--- config.mk ---
export PLATFORM = sky130hd
export DESIGN_NAME = mc_ctrl_unit
export DESIGN_NICKNAME = d
export VERILOG_FILES = /design/src/rtl/mc_ctrl_pkg.sv /design/src/rtl/alu_ctrl_dec.sv /design/src/rtl/mc_ctrl_unit.sv
export SDC_FILE = /design/constraint.sdc
export NUM_CORES = 1
export LEC_CHECK = 0
export ABC_AREA = 1
export BUFFER_PORTS_ARGS = -buffer_cell sky130_fd_sc_hd__clkbuf_2
export CAP_MARGIN = 20
export CORE_UTILIZATION = 50
export DETAILED_ROUTE_END_ITERATION = 10
export GPL_TIMING_DRIVEN = 0
export PLACE_DENSITY_LB_ADDON = 0.25
export RECOVER_POWER = 100
export SKIP_LAST_GASP = 1
export SYNTH_ARGS = -nofsm -noshare
export SYNTH_HDL_FRONTEND = slang
export SYNTH_SLANG_ARGS = --single-unit
--- constraint.sdc ---
create_clock -name clk -period 1.9 [get_ports clk]
set_clock_uncertainty 0.1 [all_clocks]
set_input_delay 0.095 -clock clk [delete_from_list [all_inputs] [get_ports clk]]
set_output_delay 0.095 -clock clk [all_outputs]
set_load 0.01 [all_outputs]
--- src/rtl/mc_ctrl_pkg.sv ---
// Shared encodings for the multi-cycle MIPS control unit: FSM states, opcode/funct
// values, ALU operation codes and datapath mux selects.
package mc_ctrl_pkg;

  typedef enum logic [3:0] {
    S_IF    = 4'd0,
    S_ID    = 4'd1,
    S_MA    = 4'd2,
    S_MRD   = 4'd3,
    S_MWB   = 4'd4,
    S_MWR   = 4'd5,
    S_REX   = 4'd6,
    S_RWB   = 4'd7,
    S_BR_EX = 4'd8,
    S_J_EX  = 4'd9,
    S_IEX   = 4'd10,
    S_IWB   = 4'd11
  } state_e;

  localparam logic [5:0] OP_RTYPE = 6'b000000;
  localparam logic [5:0] OP_LW    = 6'b100011;
  localparam logic [5:0] OP_SW    = 6'b101011;
  localparam logic [5:0] OP_BEQ   = 6'b000100;
  localparam logic [5:0] OP_BNE   = 6'b000101;
  localparam logic [5:0] OP_J     = 6'b000010;
  localparam logic [5:0] OP_ADDI  = 6'b001000;
  localparam logic [5:0] OP_SLTI  = 6'b001010;

  localparam logic [5:0] FN_ADD = 6'b100000;
  localparam logic [5:0] FN_SUB = 6'b100010;
  localparam logic [5:0] FN_AND = 6'b100100;
  localparam logic [5:0] FN_OR  = 6'b100101;
  localparam logic [5:0] FN_SLT = 6'b101010;
  localparam logic [5:0] FN_NOR = 6'b100111;

  localparam logic [2:0] ALU_AND = 3'b000;
  localparam logic [2:0] ALU_OR  = 3'b001;
  localparam logic [2:0] ALU_ADD = 3'b010;
  localparam logic [2:0] ALU_SUB = 3'b110;
  localparam logic [2:0] ALU_SLT = 3'b111;
  localparam logic [2:0] ALU_NOR = 3'b100;

  localparam logic [1:0] SRCB_B      = 2'b00;
  localparam logic [1:0] SRCB_4      = 2'b01;
  localparam logic [1:0] SRCB_IMM    = 2'b10;
  localparam logic [1:0] SRCB_IMM_SH = 2'b11;

  localparam logic [1:0] PCSRC_ALU    = 2'b00;
  localparam logic [1:0] PCSRC_ALUOUT = 2'b01;
  localparam logic [1:0] PCSRC_JUMP   = 2'b10;

endpackage

--- src/rtl/alu_ctrl_dec.sv ---
// Combinational ALU operation decode: funct table for R-type, opcode for immediates.
// Flags R-type functs the datapath cannot execute.
module alu_ctrl_dec
  import mc_ctrl_pkg::*;
(
  input  logic [5:0] opcode_i,
  input  logic [5:0] funct_i,
  output logic [2:0] alu_ctrl_o,
  output logic       illegal_o
);

  always_comb begin
    alu_ctrl_o = ALU_ADD;
    illegal_o  = 1'b0;
    if (opcode_i == OP_RTYPE) begin
      case (funct_i)
        FN_ADD:  alu_ctrl_o = ALU_ADD;
        FN_SUB:  alu_ctrl_o = ALU_SUB;
        FN_AND:  alu_ctrl_o = ALU_AND;
        FN_OR:   alu_ctrl_o = ALU_OR;
        FN_SLT:  alu_ctrl_o = ALU_SLT;
        FN_NOR:  alu_ctrl_o = ALU_NOR;
        default: illegal_o  = 1'b1;
      endcase
    end else if (opcode_i == OP_SLTI) begin
      alu_ctrl_o = ALU_SLT;
    end
  end

endmodule

--- src/rtl/mc_ctrl_unit.sv ---
// Multi-cycle MIPS control FSM: one micro-step per clock, controls decoded from state
// (qualified by mem_ready/zero/opcode); memory states abort after MEM_TIMEOUT idle cycles.
module mc_ctrl_unit
  import mc_ctrl_pkg::*;
#(
  parameter int unsigned MEM_TIMEOUT = 15
) (
  input  logic       clk,
  input  logic       rst,
  input  logic [5:0] opcode,
  input  logic [5:0] funct,
  input  logic       zero,
  input  logic       mem_ready,
  output logic       PCWrite,
  output logic       IorD,
  output logic       MemRead,
  output logic       MemWrite,
  output logic       IRWrite,
  output logic       RegDst,
  output logic       MemtoReg,
  output logic       RegWrite,
  output logic       ALUSrcA,
  output logic [1:0] ALUSrcB,
  output logic [2:0] ALU_Control,
  output logic [1:0] PCSource,
  output logic [3:0] state,
  output logic       inst_done,
  output logic       illegal_inst,
  output logic       mem_err
);

  localparam logic [7:0] TMO = 8'(MEM_TIMEOUT);

  state_e     state_q, state_d;
  logic [7:0] cnt_q, cnt_d;
  logic       mem_wait;
  logic       expired;
  logic [2:0] dec_alu;
  logic       dec_illegal;

  alu_ctrl_dec u_dec (
    .opcode_i   (opcode),
    .funct_i    (funct),
    .alu_ctrl_o (dec_alu),
    .illegal_o  (dec_illegal)
  );

  // A ready arriving on the counter's final value still counts as a success.
  assign expired = (cnt_q == TMO) && !mem_ready;
  assign state   = state_q;

  always_comb begin
    state_d      = state_q;
    PCWrite      = 1'b0;
    IorD         = 1'b0;
    MemRead      = 1'b0;
    MemWrite     = 1'b0;
    IRWrite      = 1'b0;
    RegDst       = 1'b0;
    MemtoReg     = 1'b0;
    RegWrite     = 1'b0;
    ALUSrcA      = 1'b0;
    ALUSrcB      = SRCB_B;
    ALU_Control  = ALU_AND;
    PCSource     = PCSRC_ALU;
    inst_done    = 1'b0;
    illegal_inst = 1'b0;
    mem_err      = 1'b0;
    mem_wait     = 1'b0;
    case (state_q)
      S_IF: begin
        MemRead     = 1'b1;
        ALUSrcB     = SRCB_4;
        ALU_Control = ALU_ADD;
        mem_wait    = 1'b1;
        IRWrite     = mem_ready;
        PCWrite     = mem_ready;
        if (mem_ready) state_d = S_ID;
        else if (expired) mem_err = 1'b1;
      end
      S_ID: begin
        ALUSrcB     = SRCB_IMM_SH;
        ALU_Control = ALU_ADD;
        case (opcode)
          OP_RTYPE:         state_d = S_REX;
          OP_LW, OP_SW:     state_d = S_MA;
          OP_BEQ, OP_BNE:   state_d = S_BR_EX;
          OP_J:             state_d = S_J_EX;
          OP_ADDI, OP_SLTI: state_d = S_IEX;
          default: begin
            illegal_inst = 1'b1;
            inst_done    = 1'b1;
            state_d      = S_IF;
          end
        endcase
      end
      S_MA: begin
        ALUSrcA     = 1'b1;
        ALUSrcB     = SRCB_IMM;
        ALU_Control = ALU_ADD;
        state_d     = (opcode == OP_SW) ? S_MWR : S_MRD;
      end
      S_MRD: begin
        MemRead  = 1'b1;
        IorD     = 1'b1;
        mem_wait = 1'b1;
        if (mem_ready) state_d = S_MWB;
        else if (expired) begin
          mem_err = 1'b1;
          state_d = S_IF;
        end
      end
      S_MWB: begin
        MemtoReg  = 1'b1;
        RegWrite  = 1'b1;
        inst_done = 1'b1;
        state_d   = S_IF;
      end
      S_MWR: begin
        IorD     = 1'b1;
        mem_wait = 1'b1;
        // The write strobe is withheld on the abort cycle so nothing commits.
        MemWrite = mem_ready || !expired;
        if (mem_ready) begin
          inst_done = 1'b1;
          state_d   = S_IF;
        end else if (expired) begin
          mem_err = 1'b1;
          state_d = S_IF;
        end
      end
      S_REX: begin
        ALUSrcA     = 1'b1;
        ALUSrcB     = SRCB_B;
        ALU_Control = dec_alu;
        if (dec_illegal) begin
          illegal_inst = 1'b1;
          inst_done    = 1'b1;
          state_d      = S_IF;
        end else begin
          state_d = S_RWB;
        end
      end
      S_RWB: begin
        RegDst    = 1'b1;
        RegWrite  = 1'b1;
        inst_done = 1'b1;
        state_d   = S_IF;
      end
      S_BR_EX: begin
        ALUSrcA     = 1'b1;
        ALUSrcB     = SRCB_B;
        ALU_Control = ALU_SUB;
        PCSource    = PCSRC_ALUOUT;
        PCWrite     = (opcode == OP_BNE) ? ~zero : zero;
        inst_done   = 1'b1;
        state_d     = S_IF;
      end
      S_J_EX: begin
        PCSource  = PCSRC_JUMP;
        PCWrite   = 1'b1;
        inst_done = 1'b1;
        state_d   = S_IF;
      end
      S_IEX: begin
        ALUSrcA     = 1'b1;
        ALUSrcB     = SRCB_IMM;
        ALU_Control = dec_alu;
        state_d     = S_IWB;
      end
      S_IWB: begin
        RegWrite  = 1'b1;
        inst_done = 1'b1;
        state_d   = S_IF;
      end
      default: state_d = S_IF;
    endcase
  end

  // Any state change (or an IF abort, which stays in IF) starts a fresh wait window.
  always_comb begin
    cnt_d = cnt_q;
    if ((state_d != state_q) || mem_err) cnt_d = '0;
    else if (mem_wait && !mem_ready) cnt_d = cnt_q + 8'd1;
  end

  always_ff @(posedge clk) begin
    if (rst) begin
      state_q <= S_IF;
      cnt_q   <= '0;
    end else begin
      state_q <= state_d;
      cnt_q   <= cnt_d;
    end
  end

endmodule

* Yosys cells after proc, flatten, opt, wreduce, memory -nomap -nowiden *
Index checks and enable logic that the tools add are counted.

cells by class
  reductions and logical operators = 23
  eq/ne operators = 26
  add/subtract/negate cells = 1
  multiplexer cells = 35
  bitwise gates (word level) = 1

operator list
  kind                   count
  $eq A6 B6 Y1 const B   8
  $pmux W4 S7            1
  $pmux W4 S5            1
  $mux W1                18
  $eq A4 B3 Y1 const B   4
  $eq A4 B4 Y1 const B   4
  $mux W4                4
  $reduce_or A2 Y1       8
  $pmux W3 S5            1
  $eq A6 B3 Y1 const B   2
  $eq A6 B4 Y1 const B   2
  $mux W3                4
  $pmux W3 S3            1
  $reduce_or A3 Y1       3
  $add A8 B1 Y8 const B  1
  $eq A4 B2 Y1 const B   2
  $eq A8 B4 Y1 const B   1
  $reduce_or A8 Y1       1
  $eq A6 B2 Y1 const B   1
  $logic_not A6 Y1       1
  $pmux W2 S3            1
  $reduce_or A6 Y1       1
  $reduce_or A5 Y1       1
  $eq A4 B1 Y1 const B   1
  other kinds (11)       14

word-level totals
  output and inout bits = 23
  input bits = 16
  flip-flop bits (word level) = 12
  logic and storage cells = 88

* Longest topological paths before layout *
  depth after elaboration = 9
  gate-level depth with buffers = 13
  depth with buffers taken out = 13

* Cells and area by module *
A second synthesis with hierarchy kept.

second synthesis, totals
  cells, all modules = 240
  area total of the unflattened synthesis = 1413.9 um^2

modules (own cells, without submodules)
  module        instances  cells each  area an instance (um^2)  sequential area each (um^2)
  mc_ctrl_unit  1          201         1248.7                   240.2
  alu_ctrl_dec  1          39          165.2                    0.0

* Worst setup path after synthesis *
Ideal clock, no wire load.

  kind = register -> register
  start = reg state_q[2], in the netlist state[2]
  end = reg cnt_q[0]
  arrival time = 1.568 ns
  required time = 1.734 ns
  setup time = 0.066 ns
  stages on the path, launching flop included = 12
  period minus slack after synthesis = 1.734 ns
  buffers on the path = 1
  setup slack = 0.166 ns
  cells stage by stage = dfxtp_1 buf_4 nor2_4 nand2_1 nand2_2 o21ai_4 nor2_2 nor2_2 nand3_1 nor2_1 nand3_2 nor2_1

on the way
  elaborated cells between the ends (all ways) = 19
  those cells by class = eq/ne (7); mux (7); reduce/logical (5)

RTL lines
  item                                        RTL line             RTL
  start: declaration                          mc_ctrl_unit.sv:34   state_e state_q, state_d;
  start signal: assignment                    mc_ctrl_unit.sv:192  state_q <= state_d;
  $eq A4 B3 Y1, or another cell as far along  mc_ctrl_unit.sv:70   case (state_q)
  $reduce_or A3 Y1 (no source line) *         --
  $mux W1 *                                   --
  named net mem_err                           mc_ctrl_unit.sv:29   output logic mem_err
  $logic_or A1 B1 Y1 *                        mc_ctrl_unit.sv:183  if ((state_d != state_q) || mem_err) cnt_d = '0;
  $reduce_or A2 Y1 (no source line) *         --
  end signal: assignment                      mc_ctrl_unit.sv:193  cnt_q <= cnt_d;
  end: declaration                            mc_ctrl_unit.sv:35   logic [7:0] cnt_q, cnt_d;

The timed path passes the listed nets; every way through them passes the cells marked *.
A chain may end at the register's enable or synchronous reset.

* Worst setup path after layout *
  start = reg state_q[1], in the netlist state[1]
  end = out ALU_Control[2]

on the way
  word-level cells in the longest chain between the ends = 3
  elaborated cells between the ends (all ways) = 9
  those cells by class = eq/ne (5); mux (1); reduce/logical (3)

ends and longest elaborated chain
  item                                                                          RTL line            RTL
  $eq A4 B1 Y1, or another cell as far along                                    mc_ctrl_unit.sv:70
  $reduce_or A3 Y1 (no source line) / $reduce_or A2 Y1 (equally long branches)  --
  $pmux W3 S3 *                                                                 mc_ctrl_unit.sv:70
  end: declaration                                                              mc_ctrl_unit.sv:24  output logic [2:0] ALU_Control,

Mark *: on every way between the ends. The rest lies on a longest branch, timed or not.

==> flow_summary.yaml <==
status:
  status: "finished, final reports clean"
placement:
  port_buffers: 38
  place_hpwl_um: 2290
  dp.cells: 270
  dpl_cell_area_mm2: 0.00143
  place_congestion: 0.831
power_and_ir_drop:
  power.density_mw_per_mm2: 386
  peakVddDrop_uv: 395
  leakagePower_uw: 0.000797
finish:
  layout_commonest_cell: "nor2_1"
  syn_to_final_growth_pct: 34.3
  final_cell_mix: "41 x nor2_1, 29 x inv_1, 29 x nand2_1, 23 x clkbuf_2, 15 x nand3_1"
  design_area_mm2: 0.00161
  drive_gt1_share_pct: 33.3
  diodes: 0
  nNetsFinal: 276
  final_cells: 286
timing:
  min_period_over_period_pct: 96.5
  relSlewSlack_pct: 79.8
  finalSetupViolations: 0
  maxSlewViolCount: 0
  timing.fmax_mhz: 546
  tightest_slew_ns: 0.300
  hold_viol: 0
  min_period_ns: 1.83
clock_tree:
  cts_tree: "built"
  root_buffer: "clkbuf_4"
  cts_inserted_buffers: 3
  clock_path_buffers: 2
  h-tree-depth: 1
  cts_sinks: 12
  path_clk_slew_ns: 0.08
  worstSkewPairLatency_ns: 0.27
global_routing:
  grt_use_total_pct: 23.1
  grt_pass1_wl_um: 4710
  grt_overflow: 0
  grt_max_degree: 9
  antenna_found_initial: 0
  grt_pass1_vias: 1142
synthesis:
  syn-instance-count: 204
  synth-seq-area-share_pct: 20.0
  yosysWarningCount: 0
  synth_area_mm2: 0.00120
  synth_nets: 221
  synth.avg_cell_area_um2: 5.88
  ys_ff_latch: 12
  synth_cell_type_count: 27
route:
  drtPass1Iterations: 4
  drt_iter0_markers: 26
  via_per_inst: 5.09
  wirelength_um: 3030
  ant_nets: 0
  drcViolationCount: 0
  routed-via-count: 1457
  wl_per_cell_um: 10.6
floorplanning:
  start_util_pct: 53.7
  fp.dieH_um: 51.0
  die_w_um: 51.0
  io_pins: 39
  rows: 17
  die-area_mm2: 0.00260
  core-area_mm2: 0.00223
setup_path:
  critPathLaunch: "state[1]$_SDFF_PP0_"
  crit_required_ns: 1.70
  timing.rr.start: "state[2]$_SDFF_PP0_"
  crit_end: "ALU_Control[2]"
  reg2reg_depth: 11
  critPathKind: "reg2out"
  rrSetupSlack_ns: 0.09
  cp.arrival_ns: 1.64
  crit_path_end_kind: "output pin"
  cp_max_fo: 6
  start_kind: "flip-flop"
  reg2reg_to: "cnt_q[1]$_SDFFE_PP0P_"
run:
  cap_violations: 0
hold_path:
  hp-class: "in2reg"
## worst min path at each step
stage	start	endpoint	slack, ns	cells after the start
2_1_floorplan	rst	state[3]$_SDFF_PP0_	0.06	1
3_3_place_gp	rst	state[3]$_SDFF_PP0_	0.25	2
3_5_place_dp	rst	state[3]$_SDFF_PP0_	0.25	2
4_1_cts	mem_ready	state[2]$_SDFF_PP0_	0.17	4
5_1_grt	mem_ready	state[2]$_SDFF_PP0_	0.19	4
6_report	mem_ready	state[2]$_SDFF_PP0_	0.19	4
## layout make-up
class	count	area, um^2
multi-input cells	156	871
fillers	194	622
repair buffers	50	272
flip-flops and latches	12	253
inverters	35	134
clock buffers	4	36.3
well taps	28	35.0
plain buffers	1	11.3
## cells by family (layout without fill, tap and decap cells)
| family | count (synthesis) | in the layout | share of synthesized area, % |
|---|---|---|---|
| adders and majority gates | 1 | 1 | 1.04 |
| buffers and inverters | 36 | 90 | 11.6 |
| muxes | 1 | 1 | 0.938 |
| DFF | 12 | 12 | 20.0 |
| AOI/OAI and AO/OA | 22 | 22 | 11.4 |
| xor gates and xnor gates | 7 | 7 | 5.11 |
| and+or+nand+nor | 125 | 125 | 49.9 |
## state kept, by name (all words and copies together), names as in the netlist
register,flops
cnt_q,8
state,4
## per-stage QoR
step	util (%)	power [uW]	hold slack (ns)	setup slack (ns)	TNS [ns]
final	72.2	621	0.185	0.0674	0
after global routing	72.2	656	0.190	-0.0737	-0.411
after CTS	66.9	613	0.173	-0.00517	-0.00517
after detailed placement	63.8	406	0.249	-0.0136	-0.0326
after global placement	63.8	404	0.250	0.000137	0
after floorplan	-	352	0.0641	0.166	0
## cells in the mapped netlist, drive strengths merged
cell type  instances  share of area (%)
nor2              58                 21
nand2             37                 13
inv               35                 11
nand3             19                9.8
dfxtp             12                 20
o21ai              9                4.7
nand4              7                3.6
a21oi              6                2.5
xor2               4                2.9
xnor2              3                2.2
a31oi              2                1.0
o211ai             2                1.3
o31ai              2                1.3
or2                2                1.0
a21boi             1               0.63
and3               1               0.52
buf                1               0.63
ha                 1                1.0
mux2               1               0.94
nor3               1               0.83
## timing repair
action                                  4_1_cts  5_1_grt
hold endpoints to repair                      4        0
resized for setup                             7       25
buffers inserted                              1       10
hold buffers                                  1        0
endpoints found under the setup margin        9       12
gates cloned                                  0        0
pin swaps                                     2        7
## metal layers
| layer | global-route usage, % | wire length (um) |
|---|---|---|
| met5 | 0 | 0 |
| met4 | 4.17 | 55 |
| met3 | 4.76 | 150 |
| met2 | 37.3 | 1340 |
| met1 | 31.6 | 1490 |
## critical path: stages, from the launching register on
cell	delay, ns
dfxtp_4	0.38
inv_4	0.09
nor2_2	0.05
inv_2	0.09
nor2_2	0.05
nor2_1	0.16
inv_1	0.07
nand2_1	0.08
a21oi_1	0.04
or2_4	0.23
buf_6	0.12
## power by group
| group | leakage [uW] | internal [uW] | switching (uW) | total (uW) |
|---|---|---|---|---|
| clock | 0.0000210 | 117 | 86.6 | 203 |
| combinational | 0.000675 | 62.1 | 95.8 | 158 |
| sequential | 0.000100 | 254 | 6.31 | 260 |
Note: power is estimated with default switching activity, not from simulation.
